### config.mk
export PLATFORM = sky130hd
export DESIGN_NAME = video_source_fader
export DESIGN_NICKNAME = d
export VERILOG_FILES = /design/src/rtl/video_source_fader.sv
export SDC_FILE = /design/constraint.sdc
export NUM_CORES = 1
export LEC_CHECK = 0
export BUFFER_PORTS_ARGS = -buffer_cell sky130_fd_sc_hd__buf_4
export CORE_MARGIN = 3
export CORE_UTILIZATION = 47
export DETAILED_ROUTE_END_ITERATION = 7
export PLACE_DENSITY = 0.84
export SLEW_MARGIN = 20
export SYNTH_ARGS = -nofsm -noshare
export SYNTH_HDL_FRONTEND = slang
export SYNTH_SLANG_ARGS = --single-unit
### constraint.sdc
create_clock -name iCLK_50M -period 5.3 [get_ports iCLK_50M]
set_clock_uncertainty 0.1 [all_clocks]
set_input_delay 0.53 -clock iCLK_50M [delete_from_list [all_inputs] [get_ports iCLK_50M]]
set_output_delay 0.53 -clock iCLK_50M [all_outputs]
set_load 0.005 [all_outputs]
### src/rtl/video_source_fader.sv
// Frame-synchronous RGB source selector with a fade-to-black transition.
// The old source dims over 2^FADE_LOG2 frames, then the new one brightens back.
module video_source_fader #(
  parameter  int NUM_SRC   = 8,
  parameter  int COLOR_W   = 8,
  parameter  int FADE_LOG2 = 2,
  parameter  int COORD_W   = 11,
  localparam int SW        = $clog2(NUM_SRC)
) (
  input  logic                       iCLK_50M,
  input  logic                       iRST_N,
  input  logic [NUM_SRC*COLOR_W-1:0] iSrc_R,
  input  logic [NUM_SRC*COLOR_W-1:0] iSrc_G,
  input  logic [NUM_SRC*COLOR_W-1:0] iSrc_B,
  input  logic [SW-1:0]              iSel,
  input  logic [COORD_W-1:0]         iCurrent_Y,
  output logic [COLOR_W-1:0]         oRed,
  output logic [COLOR_W-1:0]         oGreen,
  output logic [COLOR_W-1:0]         oBlue,
  output logic [SW-1:0]              oActive_Src,
  output logic                       oBusy
);

  localparam int LW = FADE_LOG2 + 1;
  localparam int PW = COLOR_W + FADE_LOG2 + 1;
  localparam logic [LW-1:0] FULL = LW'(1 << FADE_LOG2);

  typedef enum logic [1:0] {
    IDLE,
    FADE_OUT,
    FADE_IN
  } state_t;

  state_t               state_q;
  logic [SW-1:0]        s1_q, s2_q;
  logic [SW-1:0]        active_q, target_q;
  logic [LW-1:0]        level_q;
  logic [COORD_W-1:0]   prev_y_q;
  logic [COLOR_W-1:0]   r_q, g_q, b_q;
  logic                 busy_q;

  logic [SW-1:0]        sel_s;
  logic                 tick;
  logic [LW-1:0]        lvl_dn, lvl_up;

  // Out-of-range requests fall back to source 0.
  assign sel_s  = (32'(s2_q) >= NUM_SRC) ? '0 : s2_q;
  assign tick   = (prev_y_q != '0) && (iCurrent_Y == '0);
  assign lvl_dn = level_q - LW'(1);
  assign lvl_up = level_q + LW'(1);

  function automatic logic [COLOR_W-1:0] scale(
    input logic [COLOR_W-1:0] p,
    input logic [LW-1:0]      l
  );
    logic [PW-1:0] prod;
    prod = PW'(p) * PW'(l);
    return COLOR_W'(prod >> FADE_LOG2);
  endfunction

  always_ff @(posedge iCLK_50M or negedge iRST_N) begin
    if (!iRST_N) begin
      state_q  <= IDLE;
      s1_q     <= '0;
      s2_q     <= '0;
      active_q <= '0;
      target_q <= '0;
      level_q  <= FULL;
      prev_y_q <= '0;
      r_q      <= '0;
      g_q      <= '0;
      b_q      <= '0;
      busy_q   <= 1'b0;
    end else begin
      s1_q     <= iSel;
      s2_q     <= s1_q;
      prev_y_q <= iCurrent_Y;
      r_q <= scale(iSrc_R[32'(active_q)*COLOR_W +: COLOR_W], level_q);
      g_q <= scale(iSrc_G[32'(active_q)*COLOR_W +: COLOR_W], level_q);
      b_q <= scale(iSrc_B[32'(active_q)*COLOR_W +: COLOR_W], level_q);
      if (tick) begin
        unique case (state_q)
          IDLE: begin
            if (sel_s != active_q) begin
              if (FADE_LOG2 == 0) begin
                active_q <= sel_s;
              end else begin
                target_q <= sel_s;
                level_q  <= lvl_dn;
                state_q  <= FADE_OUT;
                busy_q   <= 1'b1;
              end
            end
          end
          FADE_OUT: begin
            level_q  <= lvl_dn;
            target_q <= sel_s;
            // A withdrawn request wins over a swap on the same tick.
            if (sel_s == active_q) begin
              state_q <= FADE_IN;
            end else if (lvl_dn == '0) begin
              active_q <= sel_s;
              state_q  <= FADE_IN;
            end
          end
          FADE_IN: begin
            level_q <= lvl_up;
            if (lvl_up == FULL) begin
              state_q <= IDLE;
              busy_q  <= 1'b0;
            end
          end
          default: state_q <= IDLE;
        endcase
      end
    end
  end

  assign oRed        = r_q;
  assign oGreen      = g_q;
  assign oBlue       = b_q;
  assign oActive_Src = active_q;
  assign oBusy       = busy_q;

endmodule
Word-level counts from Yosys, hierarchy flattened
Cells that the tools add are included.
- input bits: 208
- bits in registers: 50
- add/sub/neg operators: 2
- bitwise logic cells: 1
- mux-type cells: 10
- multipliers: 3
- reduce and logical (&&, ||, !) cells: 11
- equal/unequal tests: 8
- shift operators: 3
- operators by type and width (cell ; count):
    64-bit by 7-bit variable part select with 8-bit output ; 3
    8-bit by 3-bit multiplier with 10-bit output ; 3
    4-bit AND reduction ; 3
    11-bit zero test ; 1
    11-bit nonzero test ; 1
    3-bit case mux with 3 select lines ; 1
    2-bit 2-to-1 mux ; 4
    2-bit case mux with 3 select lines ; 1
    2-bit != test (second input constant) ; 2
    3-bit by 1-bit adder with 3-bit output (second input constant) ; 1
    3-bit == test ; 1
    3-bit == test (second input constant) ; 1
    3-bit zero test ; 1
    3-bit 2-to-1 mux ; 1
    3-bit != test ; 1
    3-bit != test (second input constant) ; 1
    3-bit AND reduction ; 1
    3-bit nonzero test ; 1
    3-bit by 1-bit subtractor with 3-bit output (second input constant) ; 1
    2-bit by 1-bit == test with 1-bit output (second input constant) ; 1
    2-bit == test (second input constant) ; 1
    2-bit zero test ; 1
    1-bit 2-to-1 mux ; 2
    1-bit case mux with 2 select lines ; 1
    3 further kinds ; 3

Longest topological paths before layout
- depth in word-level cells: 5
- gate-level depth with buffers: 15
- mapped depth without buffers: 12

Worst setup path before layout
OpenSTA, ideal clock, no wires.
- kind: register to register
- from: reg active_q[0], in the netlist oActive_Src[0]
- to: reg b_q[6], in the netlist oBlue[6]
- data required time: 5131 ps
- setup slack: 1544 ps
- path buffers: 2
- cell stages (with the launch flop): 14
- period minus slack after synthesis: 3756 ps
- data arrival time: 3587 ps
- cell sequence: dfrtp_1 > buf_4 > buf_2 > mux4_2 > mux2_2 > nand2_1 > fa_1 > inv_1 > ha_1 > nor2b_1 > o21ai_0 > a21oi_1 > or4b_2 > nand3_1
- word-level cells in the longest chain between the ends: 2
- ends and longest elaborated chain (item ; RTL line ; text):
    start, declared ; 36 ; logic [SW-1:0] active_q, target_q;
    start signal, assigned ; 86 ; active_q <= sel_s;
    start signal, assigned ; 102 ; active_q <= sel_s;
    64-bit by 7-bit variable part select with 8-bit output ; 80 ; b_q <= scale(iSrc_B[32'(active_q)*COLOR_W +: COLOR_W], level_q);
    8-bit by 3-bit multiplier with 10-bit output ; 57 ; prod = PW'(p) * PW'(l);
    end signal, assigned ; 80 ;
    end, declared ; 39 ; logic [COLOR_W-1:0] r_q, g_q, b_q;
No other way between the ends.
A chain may end at the register's enable or synchronous reset.

Worst setup path in the final report
- from: reg active_q[0], in the netlist oActive_Src[0]
- to: reg g_q[6], in the netlist oGreen[6]
- word-level cells in the longest chain between the ends: 2
- ends and longest elaborated chain (item ; RTL line ; text):
    64-bit by 7-bit variable part select with 8-bit output ; 79 ; g_q <= scale(iSrc_G[32'(active_q)*COLOR_W +: COLOR_W], level_q);
    8-bit by 3-bit multiplier with 10-bit output ; 57 ;
    end signal, assigned ; 79 ;
    end, declared ; 39 ;
No other way between the ends.

==> impl_metrics.prom <==
# TYPE chip_impl_metric gauge
chip_impl_info{name="status",value="finished clean"} 1
chip_impl_metric{name="first_global_vias",unit=""} 4477
chip_impl_metric{name="design.portCount",unit=""} 236
chip_impl_metric{name="port_buffers",unit=""} 235
chip_impl_metric{name="fp.dieArea",unit="µm²"} 11400
chip_impl_metric{name="power.density_cell_area",unit="nW/µm²"} 135
chip_impl_metric{name="yosysWarningCount",unit=""} 0
chip_impl_metric{name="ys_seq_elements",unit=""} 50
chip_impl_metric{name="critical_path_arrival",unit="ns"} 4.34
chip_impl_info{name="cts_root_buf",value="clkbuf_8"} 1
chip_impl_metric{name="number_of_setup_buffers_added_after_cts",unit=""} 0
chip_impl_metric{name="setup_tns",unit="ns"} 0
chip_impl_info{name="cp_cell_sequence",value="buf_4, mux4_2, mux2i_1, nor2_1, fa_1, ha_1, inv_1, fa_1, nor2b_1, o21ai_0, a21oi_1, or4_1, nand3_1"} 1
chip_impl_metric{name="drc",unit=""} 0
chip_impl_metric{name="number_of_buffers_added_by_the_clock_tree_synthesis_step",unit=""} 5
chip_impl_metric{name="number_of_cells_produced_by_synthesis",unit=""} 426
chip_impl_metric{name="insertion_delay",unit="ns"} 0.31
chip_impl_metric{name="report.final.slew_viol_count",unit=""} 0
chip_impl_metric{name="vias_per_cell",unit=""} 5.42
chip_impl_metric{name="grt.overflow.total",unit=""} 0
chip_impl_metric{name="antennaDiodeCount",unit=""} 0
chip_impl_info{name="critPathTopFamily",value="adder cells"} 1
chip_impl_info{name="path_class",value="flip-flop to flip-flop"} 1
chip_impl_metric{name="power.share.switching",unit="%"} 23.9
chip_impl_metric{name="critical_path.max_fanout",unit=""} 36
chip_impl_metric{name="grt_pass1_wl",unit="µm"} 22100
chip_impl_metric{name="gr-usage-all-layers",unit="%"} 24.9
chip_impl_metric{name="min_period_over_period",unit="%"} 80.2
chip_impl_info{name="cp_slowest_cell",value="dfrtp_4"} 1
chip_impl_metric{name="critical-path-max-stage-delay",unit="ns"} 0.86
chip_impl_metric{name="placeableCoreArea",unit="µm²"} 9820
chip_impl_metric{name="final_antenna_net_count",unit=""} 0
chip_impl_metric{name="firstDrtPassIters",unit=""} 4
chip_impl_metric{name="cts_resized",unit=""} 0
chip_impl_info{name="synth_ff_type",value="dfrtp_1"} 1
chip_impl_metric{name="synth-edff-count",unit=""} 0
chip_impl_metric{name="instances_no_fill",unit=""} 781
chip_impl_metric{name="worst_pin_slew",unit="ns"} 0.772
chip_impl_info{name="hold_path_class",value="primary input to async pin"} 1
chip_impl_metric{name="synthesis.nets",unit=""} 683
chip_impl_metric{name="timing.final.crit_period",unit="ns"} 4.25
chip_impl_metric{name="placed_cells",unit=""} 773
chip_impl_metric{name="p_sw",unit="µW"} 216
chip_impl_metric{name="p_leak",unit="nW"} 3.14
chip_impl_metric{name="dpl.hpwl",unit="µm"} 12000
chip_impl_metric{name="post_synth_num_cell_types",unit=""} 49
chip_impl_info{name="endpoint_kind",value="flip-flop"} 1
chip_impl_metric{name="layout.nets",unit=""} 904
chip_impl_metric{name="layout-drive-gt1-share",unit="%"} 50.5
chip_impl_metric{name="area_growth_syn_to_layout",unit="%"} 40.8
chip_impl_info{name="tritoncts",value="done"} 1
chip_impl_info{name="rsz0062_at_grt",value="false"} 1
chip_impl_metric{name="timing_hold_violations_final",unit=""} 0
chip_impl_metric{name="gp_congestion",unit=""} 0.862
chip_impl_metric{name="clkPwrFrac",unit="%"} 30.9
chip_impl_metric{name="num_rows",unit=""} 36
chip_impl_metric{name="initial_core_util",unit="%"} 48.6
chip_impl_metric{name="p_int",unit="µW"} 690
chip_impl_metric{name="chipHeight",unit="µm"} 107
chip_impl_metric{name="cts_hold_buffers",unit=""} 0
chip_impl_metric{name="die_x",unit="µm"} 107
chip_impl_metric{name="synth.avg_cell_area",unit="µm²"} 11.2
chip_impl_metric{name="drt_iter0_drc",unit=""} 180
chip_impl_metric{name="sequential_fraction_of_design_power",unit="%"} 44.3
chip_impl_metric{name="critical_path_buf_inv_count",unit=""} 2
chip_impl_metric{name="clock_sink_count",unit=""} 50
chip_impl_metric{name="setup-violations-final",unit=""} 0
chip_impl_metric{name="cts_max_path_buffers",unit=""} 2
chip_impl_metric{name="combinationalPowerShare",unit="%"} 24.8
chip_impl_metric{name="postSynth.asyncResetShare",unit="%"} 100
chip_impl_metric{name="clock_tree.htree_level_count",unit=""} 2
chip_impl_metric{name="antenna_found_initial",unit=""} 0
chip_impl_metric{name="synth.yosys.seq_area_share",unit="%"} 26.2
chip_impl_info{name="setup.worst_path.start_class",value="flip-flop"} 1
chip_impl_metric{name="worstPathRequired",unit="ns"} 5.38
chip_impl_info{name="cpMostUsedCell",value="fa_1"} 1
chip_impl_metric{name="route.final.wire_length",unit="µm"} 14100
chip_impl_metric{name="fmax",unit="GHz"} 0.235
chip_impl_metric{name="max-slew-margin-rel",unit="%"} 48.5
chip_impl_metric{name="route.vias.total",unit=""} 4234
chip_impl_metric{name="drt-wirelength-per-cell",unit="µm"} 18.1
chip_impl_metric{name="netlist_area",unit="µm²"} 4770
chip_impl_metric{name="grt_max_degree",unit=""} 51
chip_impl_metric{name="path_clk_slew",unit="ns"} 0.10
chip_impl_metric{name="cap_violations",unit=""} 0
chip_impl_metric{name="peakVddDrop",unit="mV"} 0.142
[flip-flops by register name (all words and copies together), names as in the netlist]
name / count
level_q: 3
oActive_Src: 3
oBusy: 1
oRed: 8
s2_q: 3
prev_y_q: 11
oGreen: 8
oBlue: 8
s1_q: 3
state_q: 2
[placed cells by master (no fill, tap or decap), types with 2 or more instances in the layout]
cell type	count
or2_2	2
dfrtp_1	47
o31ai_1	2
clkbuf_8	5
mux2_2	18
ha_1	28
mux4_2	48
nor3_1	10
xor2_1	5
a21oi_1	11
and2_1	10
nand2b_1	4
a22oi_1	2
mux2_4	2
nand2_1	44
and3_1	2
nor2b_1	6
inv_1	47
nor4_2	2
nor4_1	2
o22ai_1	4
nand3_1	8
o311ai_0	2
fa_1	21
nor2_1	18
buf_4	238
o21ai_0	9
xnor2_1	16
a21o_1	2
o21bai_1	4
mux2i_1	8
[area by class of cell]
class / count / area (µm²)
Fill cell: 758 / 3100
Clock inverter: 3 / 48.8
Sequential cell: 50 / 1260
Tap cell: 133 / 166
Timing Repair Buffer: 238 / 1790
Multi-Input combinational cell: 305 / 3220
Inverter: 47 / 176
Clock buffer: 5 / 68.8
[path summary, 6_finish.rpt]
kind | startpoint | to | slack [ns] | cells past startpoint
min reg2reg | s1_q[0] | s2_q[0] | 0.26 | 0
min in group iCLK_50M | iSel[1] | s1_q[1] | 0.22 | 1
max | oActive_Src[0] | oGreen[6] | 1.05 | 13
max reg2reg | oActive_Src[0] | oGreen[6] | 1.05 | 13
max in group asynchronous | iRST_N | oActive_Src[0] | 4.51 | 1
min | iRST_N | oRed[3] | 0.13 | 1
[kinds of logic (layout without fill, tap and decap cells)]
| family | after synthesis | in the layout | synth area share (%) |
|---|---|---|---|
| AND/OR/NAND/NOR | 116 | 116 | 12.2 |
| multiplexers | 76 | 76 | 29.2 |
| buffers and inverters | 71 | 293 | 6.40 |
| flip-flops | 50 | 50 | 26.2 |
| adder cells (fa/ha/maj) | 49 | 49 | 16.1 |
| AO/OA/AOI/OAI | 42 | 42 | 5.58 |
| XOR/XNOR | 22 | 22 | 4.19 |
[routing by layer]
layer	vias up	share of wire [%]	wire length, µm	track usage, %
met1	2068	37	5220	29.6
met4	0	3.6	509	8.77
li1	1951	-	-	-
met5	-	0	0	0
met2	178	53	7540	45.1
met3	37	6.1	859	4.70
[through the flow]
step | total power, mW | util (%) | hold slack (ns) | setup WS (ns) | cell area [µm²]
6_report | 0.906 | 68.4 | 0.135 | 1.05 | 6720
5_1_grt | 0.945 | 68.4 | 0.188 | 0.792 | 6720
4_1_cts | 0.912 | 68.4 | 0.156 | 1.03 | 6720
3_5_place_dp | 0.634 | 67.2 | 0.236 | 1.06 | 6600
3_3_place_gp | 0.627 | 67.2 | 0.234 | 1.25 | 6600
2_1_floorplan | 0.479 | - | 0.134 | 1.54 | 4770
[power by group through the flow]
stage | clock network, mW | registers [mW] | logic (mW)
finish | 0.280 | 0.401 | 0.225
global route | 0.299 | 0.403 | 0.243
CTS | 0.284 | 0.402 | 0.226
detailed placement | 0 | 0.409 | 0.225
global placement | 0 | 0.409 | 0.218
floorplan | 0 | 0.408 | 0.0712
[cells in the mapped netlist (3+ instances only)]
cell type | count | area share [%]
mux4_2 | 48 | 23
mux2i_1 | 8 | 1.7
o21bai_1 | 4 | 0.63
o21ai_0 | 9 | 0.94
nand3_1 | 8 | 0.84
nor3_1 | 10 | 1.0
buf_2 | 4 | 0.42
inv_1 | 47 | 3.7
o22ai_1 | 4 | 0.52
clkbuf_1 | 14 | 1.1
a21oi_1 | 11 | 1.2
nand2_1 | 44 | 3.5
nand2b_1 | 4 | 0.52
nor2b_1 | 6 | 0.79
mux2_2 | 18 | 4.2
and2_1 | 10 | 1.3
fa_1 | 21 | 8.8
buf_4 | 3 | 0.47
xnor2_1 | 16 | 2.9
dfrtp_1 | 49 | 26
nor2_1 | 18 | 1.4
ha_1 | 28 | 7.3
buf_6 | 3 | 0.71
xor2_1 | 5 | 0.92
Power figures use the tool's default switching activity.
